--- src/rtl/mem_d_if.sv ---
// Snooped core data-memory port: request/accept from the core side, ack/tag from memory.
interface mem_d_if #(
    parameter int ADDR_W = 32,
    parameter int TAG_W  = 11
);
    logic              mem_d_rd_w;
    logic [3:0]        mem_d_wr_w;
    logic [ADDR_W-1:0] mem_d_addr_w;
    logic [TAG_W-1:0]  mem_d_req_tag_w;
    logic              mem_d_accept_w;
    logic              mem_d_ack_w;
    logic              mem_d_error_w;
    logic [TAG_W-1:0]  mem_d_resp_tag_w;

    // Handshake: a request transfers on the rising edge where (rd | wr != 0) and accept
    // are both high; a response transfers on any edge where ack is high. There is no
    // backpressure on responses, and the tracker only observes, never drives.
    modport master (
        output mem_d_rd_w, mem_d_wr_w, mem_d_addr_w, mem_d_req_tag_w, mem_d_accept_w,
        output mem_d_ack_w, mem_d_error_w, mem_d_resp_tag_w
    );

    modport slave (
        input mem_d_rd_w, mem_d_wr_w, mem_d_addr_w, mem_d_req_tag_w, mem_d_accept_w,
        input mem_d_ack_w, mem_d_error_w, mem_d_resp_tag_w
    );
endinterface

--- src/rtl/mem_d_txn_tracker.sv ---
// In-order outstanding-transaction scoreboard for the data-memory port; retires on ack
// and reports protocol errors as registered one-cycle pulses plus a sticky flag.
module mem_d_txn_tracker #(
    parameter int ADDR_W  = 32,
    parameter int TAG_W   = 11,
    parameter int DEPTH   = 4,
    parameter int TIMEOUT = 256
) (
    input  logic                       clk,
    input  logic                       rst,
    mem_d_if.slave                     mem_d,
    output logic [$clog2(DEPTH):0]     outstanding_o,
    output logic                       full_o,
    output logic                       empty_o,
    output logic [TAG_W-1:0]           exp_tag_o,
    output logic [ADDR_W-1:0]          exp_addr_o,
    output logic                       exp_wr_o,
    output logic [31:0]                retired_o,
    output logic                       err_mismatch_o,
    output logic                       err_unexpected_o,
    output logic                       err_overflow_o,
    output logic                       err_illegal_o,
    output logic                       err_resp_o,
    output logic                       err_timeout_o,
    output logic                       err_sticky_o
);
    localparam int PTR_W = $clog2(DEPTH);
    localparam int CNT_W = PTR_W + 1;
    localparam int TMO_W = (TIMEOUT > 1) ? $clog2(TIMEOUT + 1) : 1;
    localparam logic [TMO_W-1:0] TMO_MAX = TMO_W'(TIMEOUT);
    localparam logic [CNT_W-1:0] CNT_FULL = CNT_W'(DEPTH);

    logic [TAG_W-1:0]  tag_mem  [DEPTH];
    logic [ADDR_W-1:0] addr_mem [DEPTH];
    logic              wr_mem   [DEPTH];

    logic [PTR_W-1:0] wr_ptr, rd_ptr, rd_ptr_n;
    logic [CNT_W-1:0] count_n;
    logic [TMO_W-1:0] tmo_cnt, tmo_cnt_n;

    logic is_wr, both_req, push_req, push, pop;
    logic ev_mismatch, ev_unexpected, ev_overflow, ev_illegal, ev_resp, ev_timeout;
    logic [TAG_W-1:0]  head_tag_n;
    logic [ADDR_W-1:0] head_addr_n;
    logic              head_wr_n;

    always_comb begin
        is_wr    = |mem_d.mem_d_wr_w;
        both_req = mem_d.mem_d_rd_w & is_wr;
        push_req = (mem_d.mem_d_rd_w | is_wr) & mem_d.mem_d_accept_w & ~both_req;
        // Acks are judged against the state before the edge, so an ack racing the
        // first push into an empty scoreboard is unexpected.
        pop      = mem_d.mem_d_ack_w & ~empty_o;
        push     = push_req & (~full_o | pop);

        ev_illegal    = both_req & mem_d.mem_d_accept_w;
        ev_overflow   = push_req & full_o & ~pop;
        ev_unexpected = mem_d.mem_d_ack_w & empty_o;
        ev_mismatch   = pop & (mem_d.mem_d_resp_tag_w != exp_tag_o);
        ev_resp       = mem_d.mem_d_ack_w & mem_d.mem_d_error_w;

        count_n  = outstanding_o + CNT_W'(push) - CNT_W'(pop);
        rd_ptr_n = pop ? rd_ptr + PTR_W'(1) : rd_ptr;

        // The new head is the incoming request only when it lands in the slot the
        // read pointer moves to; otherwise it is already in storage.
        head_tag_n  = '0;
        head_addr_n = '0;
        head_wr_n   = 1'b0;
        if (count_n != '0) begin
            if (push && (wr_ptr == rd_ptr_n)) begin
                head_tag_n  = mem_d.mem_d_req_tag_w;
                head_addr_n = mem_d.mem_d_addr_w;
                head_wr_n   = is_wr;
            end else begin
                head_tag_n  = tag_mem[rd_ptr_n];
                head_addr_n = addr_mem[rd_ptr_n];
                head_wr_n   = wr_mem[rd_ptr_n];
            end
        end

        tmo_cnt_n = tmo_cnt;
        if (TIMEOUT == 0 || empty_o || pop) begin
            tmo_cnt_n = '0;
        end else if (tmo_cnt != TMO_MAX) begin
            tmo_cnt_n = tmo_cnt + TMO_W'(1);
        end
        ev_timeout = (TIMEOUT != 0) && (tmo_cnt_n == TMO_MAX) && (tmo_cnt != TMO_MAX);
    end

    always_ff @(posedge clk) begin
        if (push) begin
            tag_mem[wr_ptr]  <= mem_d.mem_d_req_tag_w;
            addr_mem[wr_ptr] <= mem_d.mem_d_addr_w;
            wr_mem[wr_ptr]   <= is_wr;
        end
    end

    always_ff @(posedge clk) begin
        if (rst) begin
            wr_ptr           <= '0;
            rd_ptr           <= '0;
            tmo_cnt          <= '0;
            outstanding_o    <= '0;
            full_o           <= 1'b0;
            empty_o          <= 1'b1;
            exp_tag_o        <= '0;
            exp_addr_o       <= '0;
            exp_wr_o         <= 1'b0;
            retired_o        <= '0;
            err_mismatch_o   <= 1'b0;
            err_unexpected_o <= 1'b0;
            err_overflow_o   <= 1'b0;
            err_illegal_o    <= 1'b0;
            err_resp_o       <= 1'b0;
            err_timeout_o    <= 1'b0;
            err_sticky_o     <= 1'b0;
        end else begin
            if (push) wr_ptr <= wr_ptr + PTR_W'(1);
            rd_ptr           <= rd_ptr_n;
            tmo_cnt          <= tmo_cnt_n;
            outstanding_o    <= count_n;
            full_o           <= (count_n == CNT_FULL);
            empty_o          <= (count_n == '0);
            exp_tag_o        <= head_tag_n;
            exp_addr_o       <= head_addr_n;
            exp_wr_o         <= head_wr_n;
            if (pop) retired_o <= retired_o + 32'd1;
            err_mismatch_o   <= ev_mismatch;
            err_unexpected_o <= ev_unexpected;
            err_overflow_o   <= ev_overflow;
            err_illegal_o    <= ev_illegal;
            err_resp_o       <= ev_resp;
            err_timeout_o    <= ev_timeout;
            err_sticky_o     <= err_sticky_o | ev_mismatch | ev_unexpected | ev_overflow
                                | ev_illegal | ev_resp | ev_timeout;
        end
    end
endmodule

--- src/flat_wrapper.sv ---
// flat-port wrapper written by rule: the top's interface ports become plain ports
module mem_d_txn_tracker_flat 
#(
    parameter int ADDR_W  = 32,
    parameter int TAG_W   = 11,
    parameter int DEPTH   = 4,
    parameter int TIMEOUT = 256
)
  (clk, rst, outstanding_o, full_o, empty_o, exp_tag_o, exp_addr_o, exp_wr_o, retired_o, err_mismatch_o, err_unexpected_o, err_overflow_o, err_illegal_o, err_resp_o, err_timeout_o, err_sticky_o, mem_d_mem_d_rd_w, mem_d_mem_d_wr_w, mem_d_mem_d_addr_w, mem_d_mem_d_req_tag_w, mem_d_mem_d_accept_w, mem_d_mem_d_ack_w, mem_d_mem_d_error_w, mem_d_mem_d_resp_tag_w);
  mem_d_if #(.ADDR_W(ADDR_W), .TAG_W(TAG_W)) mem_d_i ();
  input  logic clk;
  input  logic rst;
  output logic [$clog2(DEPTH):0] outstanding_o;
  output logic full_o;
  output logic empty_o;
  output logic [TAG_W-1:0] exp_tag_o;
  output logic [ADDR_W-1:0] exp_addr_o;
  output logic exp_wr_o;
  output logic [31:0] retired_o;
  output logic err_mismatch_o;
  output logic err_unexpected_o;
  output logic err_overflow_o;
  output logic err_illegal_o;
  output logic err_resp_o;
  output logic err_timeout_o;
  output logic err_sticky_o;
  input wire logic [$bits(mem_d_i.mem_d_rd_w)-1:0] mem_d_mem_d_rd_w;
  input wire logic [$bits(mem_d_i.mem_d_wr_w)-1:0] mem_d_mem_d_wr_w;
  input wire logic [$bits(mem_d_i.mem_d_addr_w)-1:0] mem_d_mem_d_addr_w;
  input wire logic [$bits(mem_d_i.mem_d_req_tag_w)-1:0] mem_d_mem_d_req_tag_w;
  input wire logic [$bits(mem_d_i.mem_d_accept_w)-1:0] mem_d_mem_d_accept_w;
  input wire logic [$bits(mem_d_i.mem_d_ack_w)-1:0] mem_d_mem_d_ack_w;
  input wire logic [$bits(mem_d_i.mem_d_error_w)-1:0] mem_d_mem_d_error_w;
  input wire logic [$bits(mem_d_i.mem_d_resp_tag_w)-1:0] mem_d_mem_d_resp_tag_w;
  assign mem_d_i.mem_d_rd_w = mem_d_mem_d_rd_w;
  assign mem_d_i.mem_d_wr_w = mem_d_mem_d_wr_w;
  assign mem_d_i.mem_d_addr_w = mem_d_mem_d_addr_w;
  assign mem_d_i.mem_d_req_tag_w = mem_d_mem_d_req_tag_w;
  assign mem_d_i.mem_d_accept_w = mem_d_mem_d_accept_w;
  assign mem_d_i.mem_d_ack_w = mem_d_mem_d_ack_w;
  assign mem_d_i.mem_d_error_w = mem_d_mem_d_error_w;
  assign mem_d_i.mem_d_resp_tag_w = mem_d_mem_d_resp_tag_w;
  mem_d_txn_tracker #(.ADDR_W(ADDR_W), .TAG_W(TAG_W), .DEPTH(DEPTH), .TIMEOUT(TIMEOUT)) u_core (.clk(clk), .rst(rst), .mem_d(mem_d_i), .outstanding_o(outstanding_o), .full_o(full_o), .empty_o(empty_o), .exp_tag_o(exp_tag_o), .exp_addr_o(exp_addr_o), .exp_wr_o(exp_wr_o), .retired_o(retired_o), .err_mismatch_o(err_mismatch_o), .err_unexpected_o(err_unexpected_o), .err_overflow_o(err_overflow_o), .err_illegal_o(err_illegal_o), .err_resp_o(err_resp_o), .err_timeout_o(err_timeout_o), .err_sticky_o(err_sticky_o));
endmodule
--- config.mk ---
export PLATFORM = sky130hd
export DESIGN_NAME = mem_d_txn_tracker_flat
export DESIGN_NICKNAME = d
export VERILOG_FILES = /design/src/rtl/mem_d_if.sv /design/src/rtl/mem_d_txn_tracker.sv /design/src/flat_wrapper.sv
export SDC_FILE = /design/constraint.sdc
export NUM_CORES = 1
export LEC_CHECK = 0
export CAP_MARGIN = 20
export CORE_ASPECT_RATIO = 1.75
export CORE_MARGIN = 2
export CORE_UTILIZATION = 52
export CTS_BUF_LIST = sky130_fd_sc_hd__clkbuf_8
export DETAILED_ROUTE_END_ITERATION = 10
export HOLD_SLACK_MARGIN = 0.12
export PLACE_DENSITY = 0.8
export SLEW_MARGIN = 5
export SYNTH_ARGS = -nofsm -noshare
export SYNTH_HDL_FRONTEND = slang
export SYNTH_SLANG_ARGS = --single-unit
--- constraint.sdc ---
create_clock -name clk -period 3.35 [get_ports clk]
set_input_delay 0.67 -clock clk [delete_from_list [all_inputs] [get_ports clk]]
set_output_delay 0.67 -clock clk [all_outputs]
set_load 0.05 [all_outputs]
; ---- Yosys cells after proc, flatten, opt, wreduce, memory -nomap -nowiden
; Memories as Yosys holds them, arrays and structs flattened. A register that Yosys moved wholly into a read port is not among the register bits.
; Index checks and enable logic that the tools add are counted.
[totals]
wordCells = 62
ff_bits = 57
input_bits = 64
ramBits = 176
output_inout_bits = 88
memories = 3
[memory_table]
columns = memory, depth, word_bits, rd, rd_clocked_by_memory_dff, write_ports, line_no
row1 = u_core.addr_mem, 4, 32, 1, 1, 1, mem_d_txn_tracker.sv:34  ; logic [ADDR_W-1:0] addr_mem [DEPTH];
row2 = u_core.tag_mem, 4, 11, 1, 1, 1, mem_d_txn_tracker.sv:33  ; logic [TAG_W-1:0] tag_mem [DEPTH];
row3 = u_core.wr_mem, 4, 1, 1, 1, 1, mem_d_txn_tracker.sv:35  ; logic wr_mem [DEPTH];
[op_classes]
n_eq_ne = 4
bitwise_logic = 24
n_addsub = 6
muxes = 5
reduce_logical = 6
[ops]
columns = op, n
row1 = "32-bit by 1-bit adder with 32-bit output, second input constant", 1
row2 = 9-bit two-way mux, 2
row3 = 1-bit bitwise AND, 11
row4 = 11-bit != test, 1
row5 = "9-bit by 1-bit adder with 9-bit output, second input constant", 1
row6 = "9-bit equality test, second input constant", 1
row7 = "9-bit != test, second input constant", 1
row8 = 1-bit OR, 8
row9 = 1-bit NOT, 5
row10 = "2-bit by 1-bit adder with 2-bit output, second input constant", 2
row11 = 4-bit OR reduction, 1
row12 = 3-bit by 1-bit adder with 3-bit output, 1
row13 = "3-bit equality test, second input constant", 1
row14 = 3-bit zero test, 1
row15 = 3-bit nonzero test, 1
row16 = 3-bit by 1-bit subtractor with 3-bit output, 1
row17 = 1-bit two-way mux, 2
row18 = 2-bit two-way mux, 1
row19 = 2-bit OR reduction, 1
row20 = 1-bit logical AND, 1
row21 = 1-bit logical OR, 1

; ---- Depth between registers and ports, before layout
; Gate-level depths: netlist of the first run.
[depth]
ltp_word = 10
mapped_depth = 14
mapped_depth_nobuf = 10

; ---- Worst setup path after synthesis of the first run
; No wires, ideal clock.
[synth_path]
kind = input -> register
from = input port mem_d_mem_d_wr_w[1]
to = register u_core.exp_addr_o[0] (read register of u_core.addr_mem)
setup_time_ns = 0.059
n_path_buf = 3
required_time_ns = 3.291
cell_stages = 12
arrival_ns = 3.488
setup_slack_ns = -0.196
cell_sequence = or4_1 clkbuf_1 xor2_1 nand3_1 buf_2 inv_1 ha_1 fa_1 nor2_1 o21ai_1 clkbuf_1 o211a_1
[synth_via]
elab_chain_cells = 10
word_cells_on_any_way = 12
cone_classes = add/sub (2) / bitwise (7) / reduce/logical (3)
[synth_lines]
columns = element, line_no
row1 = from (decl), flat_wrapper.sv:28  ; input wire logic [$bits(mem_d_i.mem_d_wr_w)-1:0] mem_d_mem_d_wr_w;
row2 = 4-bit OR reduction (*), mem_d_txn_tracker.sv:48  ; is_wr = |mem_d.mem_d_wr_w;
row3 = named net u_core.is_wr, mem_d_txn_tracker.sv:41  ; logic is_wr, both_req, push_req, push, pop;
row4 = 1-bit OR or 1-bit bitwise AND (tied branches), "mem_d_txn_tracker.sv:50, mem_d_txn_tracker.sv:49"
row5 = 1-bit bitwise AND or 1-bit NOT (tied branches), mem_d_txn_tracker.sv:50  ; push_req = (mem_d.mem_d_rd_w | is_wr) & mem_d.mem_d_accept_w & ~both_req;
row6 = 1-bit bitwise AND (*), mem_d_txn_tracker.sv:50
row7 = 1-bit bitwise AND (*), mem_d_txn_tracker.sv:54  ; push = push_req & (~full_o | pop);
row8 = named net u_core.push, mem_d_txn_tracker.sv:41
row9 = 3-bit by 1-bit adder with 3-bit output (*), mem_d_txn_tracker.sv:62  ; count_n = outstanding_o + CNT_W'(push) - CNT_W'(pop);
row10 = 3-bit by 1-bit subtractor with 3-bit output (*), mem_d_txn_tracker.sv:62
row11 = named net u_core.count_n[1], mem_d_txn_tracker.sv:38  ; logic [CNT_W-1:0] count_n;
row12 = 3-bit nonzero test (*), mem_d_txn_tracker.sv:70  ; if (count_n != '0) begin
row13 = 1-bit NOT (no line) (*), -
row14 = 2-bit OR reduction (no line) (*), -
row15 = to (decl), mem_d_txn_tracker.sv:16  ; output logic [ADDR_W-1:0] exp_addr_o,
; The timed path passes the listed nets; every way through them passes the cells marked *.
; A chain may end at the register's enable or synchronous reset.

; ---- Worst setup path in the final report of the first run
[layout_path]
from = input port mem_d_mem_d_wr_w[1]
to = register u_core.exp_tag_o[10] (read register of u_core.tag_mem)
[layout_via]
elab_chain_cells = 10
word_cells_on_any_way = 12
cone_classes = add/sub (2) / bitwise (7) / reduce/logical (3)
[layout_lines]
columns = element, line_no
row1 = 4-bit OR reduction (*), mem_d_txn_tracker.sv:48
row2 = 1-bit OR or 1-bit bitwise AND (tied branches), "mem_d_txn_tracker.sv:50, mem_d_txn_tracker.sv:49"
row3 = 1-bit bitwise AND or 1-bit NOT (tied branches), mem_d_txn_tracker.sv:50
row4 = 1-bit bitwise AND (*), mem_d_txn_tracker.sv:50
row5 = 1-bit bitwise AND (*), mem_d_txn_tracker.sv:54
row6 = named net u_core.push, mem_d_txn_tracker.sv:41
row7 = 3-bit by 1-bit adder with 3-bit output (*), mem_d_txn_tracker.sv:62
row8 = 3-bit by 1-bit subtractor with 3-bit output (*), mem_d_txn_tracker.sv:62
row9 = named net u_core.count_n[1], mem_d_txn_tracker.sv:38
row10 = 3-bit nonzero test (*), mem_d_txn_tracker.sv:70
row11 = 1-bit NOT (no line) (*), -
row12 = 2-bit OR reduction (no line) (*), -
row13 = to (decl), mem_d_txn_tracker.sv:15  ; output logic [TAG_W-1:0] exp_tag_o,
; Marked as above.

==> impl_metrics.json, run 1 <==
{
  "drv_slew": 0,
  "grt-ovfl-total": 0,
  "syn_inst": 910,
  "start_util": 0.524,
  "synth_seq_cells": 277,
  "max-slew-margin-rel": 0.338,
  "worstPathArrival_ps": 3420,
  "p_seq_frac": 0.376,
  "grt_pass1_wl_mm": 44.6,
  "worstPathCellList": "clkdlybuf4s50_1 > or4_1 > xor2_1 > nand3_2 > inv_1 > ha_1 > fa_1 > nor2_1 > o21ai_4 > buf_12 > o211a_1",
  "die_x_um": 123,
  "cts-root-buf": "clkbuf_8",
  "pin_count": 152,
  "finish.net_count": 1142,
  "ys_warn_count": 0,
  "cts_max_level": 2,
  "path_class": "input pin to register",
  "final_common_cell": "mux2i_1",
  "numCtsBuffers": 39,
  "synth_edf_count": 176,
  "finalSetupViolCount": 0,
  "die_h_um": 212,
  "die_area_sq_mm": 0.0259,
  "p_switching_mw": 3.96,
  "period_minus_slack_ps": 2990,
  "clock_skew_ps": 27.4,
  "hold_start": "u_core.retired_o[31]$_SDFFE_PP0P_",
  "swShare": 0.347,
  "vias": 8316,
  "pwr-share-comb": 0.374,
  "dr.pass1.iters": 5,
  "clock_sinks": 277,
  "dp.cells": 1339,
  "intPower_mw": 7.46,
  "path_clk_slew_ps": 70,
  "p_leak_nw": 6.16,
  "postCtsSetupRepairBufs": 0,
  "clkPwrFrac": 0.249,
  "place.detailed.hpwl_mm": 18.3,
  "cts_hold_buf": 0,
  "cts_resized": 0,
  "min_period_over_period": 0.893,
  "postLayoutCoreUtil": 0.641,
  "grt_start_max_net_pins": 75,
  "syn-mean-instance-area_sq_um": 14.1,
  "r2r_start": "u_core.empty_o$_SDFF_PP1_",
  "first_global_vias": 8398,
  "startpoint_type": "input pin",
  "clkLatencyLatePin_ps": 550,
  "max_stage_delay_ps": 610,
  "postRouteAntennaNets": 0,
  "antenna_found_initial": 0,
  "hold_class": "register to register",
  "syn_area_sq_mm": 0.0128,
  "max-vdd-ir-drop_uv": 486,
  "fmax_mhz": 334,
  "globalplace.congestion": 0.821,
  "stdcell_count": 1409,
  "cts_tree": "built",
  "yosysSeqAreaShare": 0.571,
  "design.core.area_sq_mm": 0.0244,
  "final_layout_size_suffix_gt1_frac": 0.142,
  "area_growth_pct": 22.3,
  "grt_util_all_layers": 0.225,
  "layout_common_cells": "mux2i_1 (178), edfxtp_1 (176), clkdlybuf4s50_1 (151), dfxtp_1 (99)",
  "drv_cap": 0,
  "ys.flop_type": "edfxtp_1",
  "n_fill_cell": 1770,
  "viasPerCell": 5.90,
  "port_buffers": 151,
  "rows": 76,
  "hold_viol": 0,
  "power_mw": 11.4,
  "rsz0062_at_grt": "false",
  "critPathLaunch": "mem_d_mem_d_wr_w[1]",
  "worstMarginPinSlew_ps": 993,
  "async_flop_share": 0,
  "cp_slowest_cell": "or4_1",
  "crit_required_ps": 3770,
  "syn_nets": 984,
  "routed_wl_mm": 28.6,
  "cp_max_fo": 27,
  "insertedDiodeCount": 0,
  "dpl_worst_slack_ps": -209,
  "cts_max_path_buffers": 3,
  "end_kind": "register",
  "drtIter0Drc": 469,
  "status": "finished, final reports clean",
  "fin_ws_ps": 357,
  "drc": 0,
  "wl_per_cell_um": 20.3,
  "p_per_area_mw_per_mm2": 730,
  "synth_cell_types": 48
}
## cell type report
| class | count | area [sq um] | area share |
|---|---|---|---|
| clock inverter | 26 | 244 | 0.0156 |
| inverter | 16 | 61.3 | 0.00392 |
| clock buffer | 44 | 606 | 0.0387 |
| tap | 312 | 390 | 0.0249 |
| multi-input combinational | 552 | 5170 | 0.330 |
| sequential | 277 | 7310 | 0.467 |
| timing repair buffer | 182 | 1870 | 0.119 |
## sequential cells by signal (all words and copies together) (netlist names), 3 cells and up
register,count
u_core.tag_mem,44
u_core.exp_addr_o,32
u_core.tmo_cnt,9
u_core.retired_o,32
u_core.addr_mem,128
u_core.exp_tag_o,11
u_core.outstanding_o,3
u_core.wr_mem,4
## path summary, 6_finish.rpt
| check | to | slack [ps] | cells past startpoint |
|---|---|---|---|
| worst max-delay path | u_core.exp_tag_o[10]$_SDFF_PP0_ | 360 | 11 |
| worst min-delay path | u_core.retired_o[31]$_SDFFE_PP0P_ | 500 | 2 |
| worst max register to register | u_core.exp_tag_o[10]$_SDFF_PP0_ | 770 | 10 |
| worst min register to register | u_core.retired_o[31]$_SDFFE_PP0P_ | 500 | 2 |
## cell usage after synthesis (2+ instances only)
master	number	area [sq um]
mux2i_1	178	1780
edfxtp_1	176	5290
dfxtp_1	101	2020
mux4_2	44	991
o211a_1	44	440
o31ai_1	44	330
nor2_1	43	161
clkbuf_1	33	124
xnor2_1	31	272
buf_2	21	105
nand2_1	21	78.8
xor2_1	20	175
nand3_1	17	85.1
nand4_1	17	106
inv_1	15	56.3
nor3_1	10	50.1
ha_1	9	113
nor4_1	8	50.1
o21ai_0	7	35.0
and3_1	6	37.5
buf_4	6	45.0
nand2b_1	6	37.5
nor2b_1	6	37.5
or3_1	6	37.5
and2_1	5	31.3
and4_1	5	43.8
buf_1	4	15.0
or4_1	4	30.0
a21oi_1	3	15.0
and3b_2	2	20.0
## layer usage
metal  vias up  GRT usage  routed length (um)
met5         -          0                   0
met4         0     0.0908                 802
met3        51     0.0364                1390
met2       257      0.405               15600
met1      4172      0.261               10800
li1       3836          -                   -
## power by group through the flow
stage / clock [mW] / combinational (mW) / sequential (mW)
floorplan: 0 / 2.17 / 5.06
global placement: 0 / 4.19 / 4.38
detailed placement: 0 / 4.28 / 4.37
CTS: 2.91 / 4.31 / 4.30
global route: 3.06 / 4.53 / 4.33
finish: 2.85 / 4.28 / 4.30
## cell families (layout without fill, tap and decap cells)
kind of cell               after synthesis  in the layout  synth area share
and+or+nand+nor                        163            163            0.0681
muxes                                  222            222             0.217
buffers and inverters                   81            268            0.0282
DFF                                    277            277             0.571
adders and majority gates               10             10            0.0104
AOI/OAI and AO/OA                      106            106            0.0710
xor gates and xnor gates                51             51            0.0349
## worst max-delay path: cells and delay by family
family | cells | cell delay, ps
XOR/XNOR | 1 | 230
AND/OR/NAND/NOR | 3 | 970
adder cells (fa/ha/maj) | 2 | 590
buffers and inverters | 3 | 700
AO/OA/AOI/OAI | 2 | 220
## per-stage QoR
step                      setup TNS, ps  hold WS (ps)  instance area, sq um
final                                 0           504                 15700
after global routing                  0           536                 15700
after CTS                             0           506                 15700
after detailed placement          -7740           494                 14800
after global placement            -5750           473                 14800
after floorplan                   -3350           492                 12800
(Power assumes the default switching activity.)
==> inputs of run 2 (changes only) <==
- CORE_UTILIZATION: 52 -> 40
- PLACE_DENSITY: 0.8 -> 0.65
==> impl_metrics.json, run 2 (synthesis results as in run 1) <==
{
  "regArea_sq_mm": 0.00731,
  "grt_pass1_wl_mm": 47.1,
  "path_clk_slew_ps": 70,
  "rsz0062_at_grt": "false",
  "hold_class": "register to register",
  "cp_max_fo": 28,
  "worstPathArrival_ps": 3440,
  "postLayoutCoreUtil": 0.503,
  "dr.pass1.iters": 5,
  "postRouteAntennaNets": 0,
  "dp.cells": 1431,
  "regMostFlops": "u_core.addr_mem",
  "drc": 0,
  "drv_cap": 0,
  "place.detailed.hpwl_mm": 19.5,
  "critPathLaunch": "mem_d_mem_d_wr_w[1]",
  "p_per_area_mw_per_mm2": 728,
  "postCtsSetupRepairBufs": 0,
  "largest_registers": "u_core.addr_mem x128, u_core.tag_mem x44",
  "n_fill_cell": 2747,
  "max-vdd-ir-drop_uv": 434,
  "grt_util_all_layers": 0.181,
  "end_kind": "register",
  "dpl_worst_slack_ps": -182,
  "layout_common_cells": "mux2i_1 (178), edfxtp_1 (176), clkdlybuf4s50_1 (151), dfxtp_1 (99)",
  "antenna_found_initial": 1,
  "vias": 8176,
  "rows": 86,
  "worstHoldPathCells": 2,
  "die_area_sq_mm": 0.0335,
  "globalplace.congestion": 0.781,
  "min_to": "u_core.retired_o[31]$_SDFFE_PP0P_",
  "worstMarginPinSlew_ps": 761,
  "startpoint_type": "input pin",
  "wl_per_cell_um": 20.0,
  "stdcell_count": 1510,
  "drtIter0Drc": 316,
  "largest_reg_flops": 128,
  "max-slew-margin-rel": 0.493,
  "r2r_start": "u_core.empty_o$_SDFF_PP1_",
  "status": "finished, final reports clean",
  "clkLatencyLatePin_ps": 590,
  "clock_skew_ps": 17.2,
  "reg2reg_to": "u_core.exp_tag_o[4]$_SDFF_PP0_",
  "area_growth_pct": 24.0,
  "power_mw": 11.6,
  "hold_start": "u_core.retired_o[31]$_SDFFE_PP0P_",
  "hold_viol": 0,
  "final_common_cell": "mux2i_1",
  "grt_start_max_net_pins": 52,
  "final_layout_size_suffix_gt1_frac": 0.146,
  "routed_wl_mm": 30.2,
  "finalSetupTns_ps": 0,
  "drv_slew": 0,
  "cts-root-buf": "clkbuf_8",
  "viasPerCell": 5.41,
  "cts_hold_buf": 0,
  "cts_max_path_buffers": 3,
  "min_period_over_period": 0.869,
  "design.core.area_sq_mm": 0.0315,
  "finish.net_count": 1153,
  "fmax_mhz": 344,
  "p_leak_nw": 6.24,
  "cts_tree": "built",
  "fin_ws_ps": 440,
  "cts_resized": 0,
  "ff2ff_path_depth": 11,
  "path_class": "input pin to register",
  "multi_input_area_sq_mm": 0.00517,
  "die_h_um": 241,
  "clock_sinks": 277,
  "cts_max_level": 2,
  "r2r_setup_slack_ps": 770,
  "numCtsBuffers": 42,
  "crit_required_ps": 3880,
  "die_x_um": 139,
  "finalSetupViolCount": 0,
  "period_minus_slack_ps": 2910,
  "start_util": 0.406,
  "pin_count": 152,
  "port_buffers": 151,
  "first_global_vias": 8647,
  "grt-ovfl-total": 0
}
[run 2: cell types whose count changed in the layout (fill, tap and decap cells not counted)]
cell      before  now
diode_2        0    1
clkinv_1       4    6
clkinv_2      13    9
inv_1         20   27
clkinv_8       0    1
buf_4         21   29
inv_6          0    2
[run 2: worst max-delay path: stages]
cell	delay [ps]
clkdlybuf4s50_1	390
or4_1	620
xor2_1	200
nand3_2	100
inv_1	60
ha_1	200
fa_1	380
xnor2_1	160
nand2b_1	120
o21ai_4	110
buf_12	220
o211a_1	180
[run 2: report_power, final]
group / leakage [nW] / switching [mW] / total (mW) / internal [mW]
sequential: 2.42 / 0.264 / 4.27 / 4.00
clock: 0.508 / 1.35 / 2.98 / 1.63
combinational: 3.31 / 2.45 / 4.31 / 1.86
[run 2: area by class of cell]
class,instances,share of cell area
clock inverters,34,0.0184
multi-input cells,552,0.326
repair buffers,190,0.122
diodes,1,0.000158
clock buffers,44,0.0382
inverters,16,0.00386
well taps,396,0.0312
flip-flops and latches,277,0.461
[run 2: worst max path at each step]
| stage | end | slack (ps) |
|---|---|---|
| 2_1_floorplan | u_core.exp_addr_o[0]$_SDFF_PP0_ | -90 |
| 3_3_place_gp | u_core.exp_addr_o[25]$_SDFF_PP0_ | -140 |
| 3_5_place_dp | u_core.exp_tag_o[4]$_SDFF_PP0_ | -180 |
| 4_1_cts | u_core.exp_tag_o[1]$_SDFF_PP0_ | 410 |
| 5_1_grt | u_core.exp_tag_o[1]$_SDFF_PP0_ | 290 |
| 6_report | u_core.exp_tag_o[4]$_SDFF_PP0_ | 440 |
[run 2: layer usage]
layer,global-route usage,up-vias,wire length (um)
met5,0,-,0
met4,0.0508,0,493
met3,0.0345,26,1370
met2,0.344,206,16500
met1,0.204,4074,11900
li1,-,3870,-
[run 2: through the flow]
step	hold slack, ps	cell area [sq um]
after floorplan	492	12800
after global routing	540	15900
after detailed placement	501	15000
after global placement	474	15000
after CTS	510	15900
final	503	15900
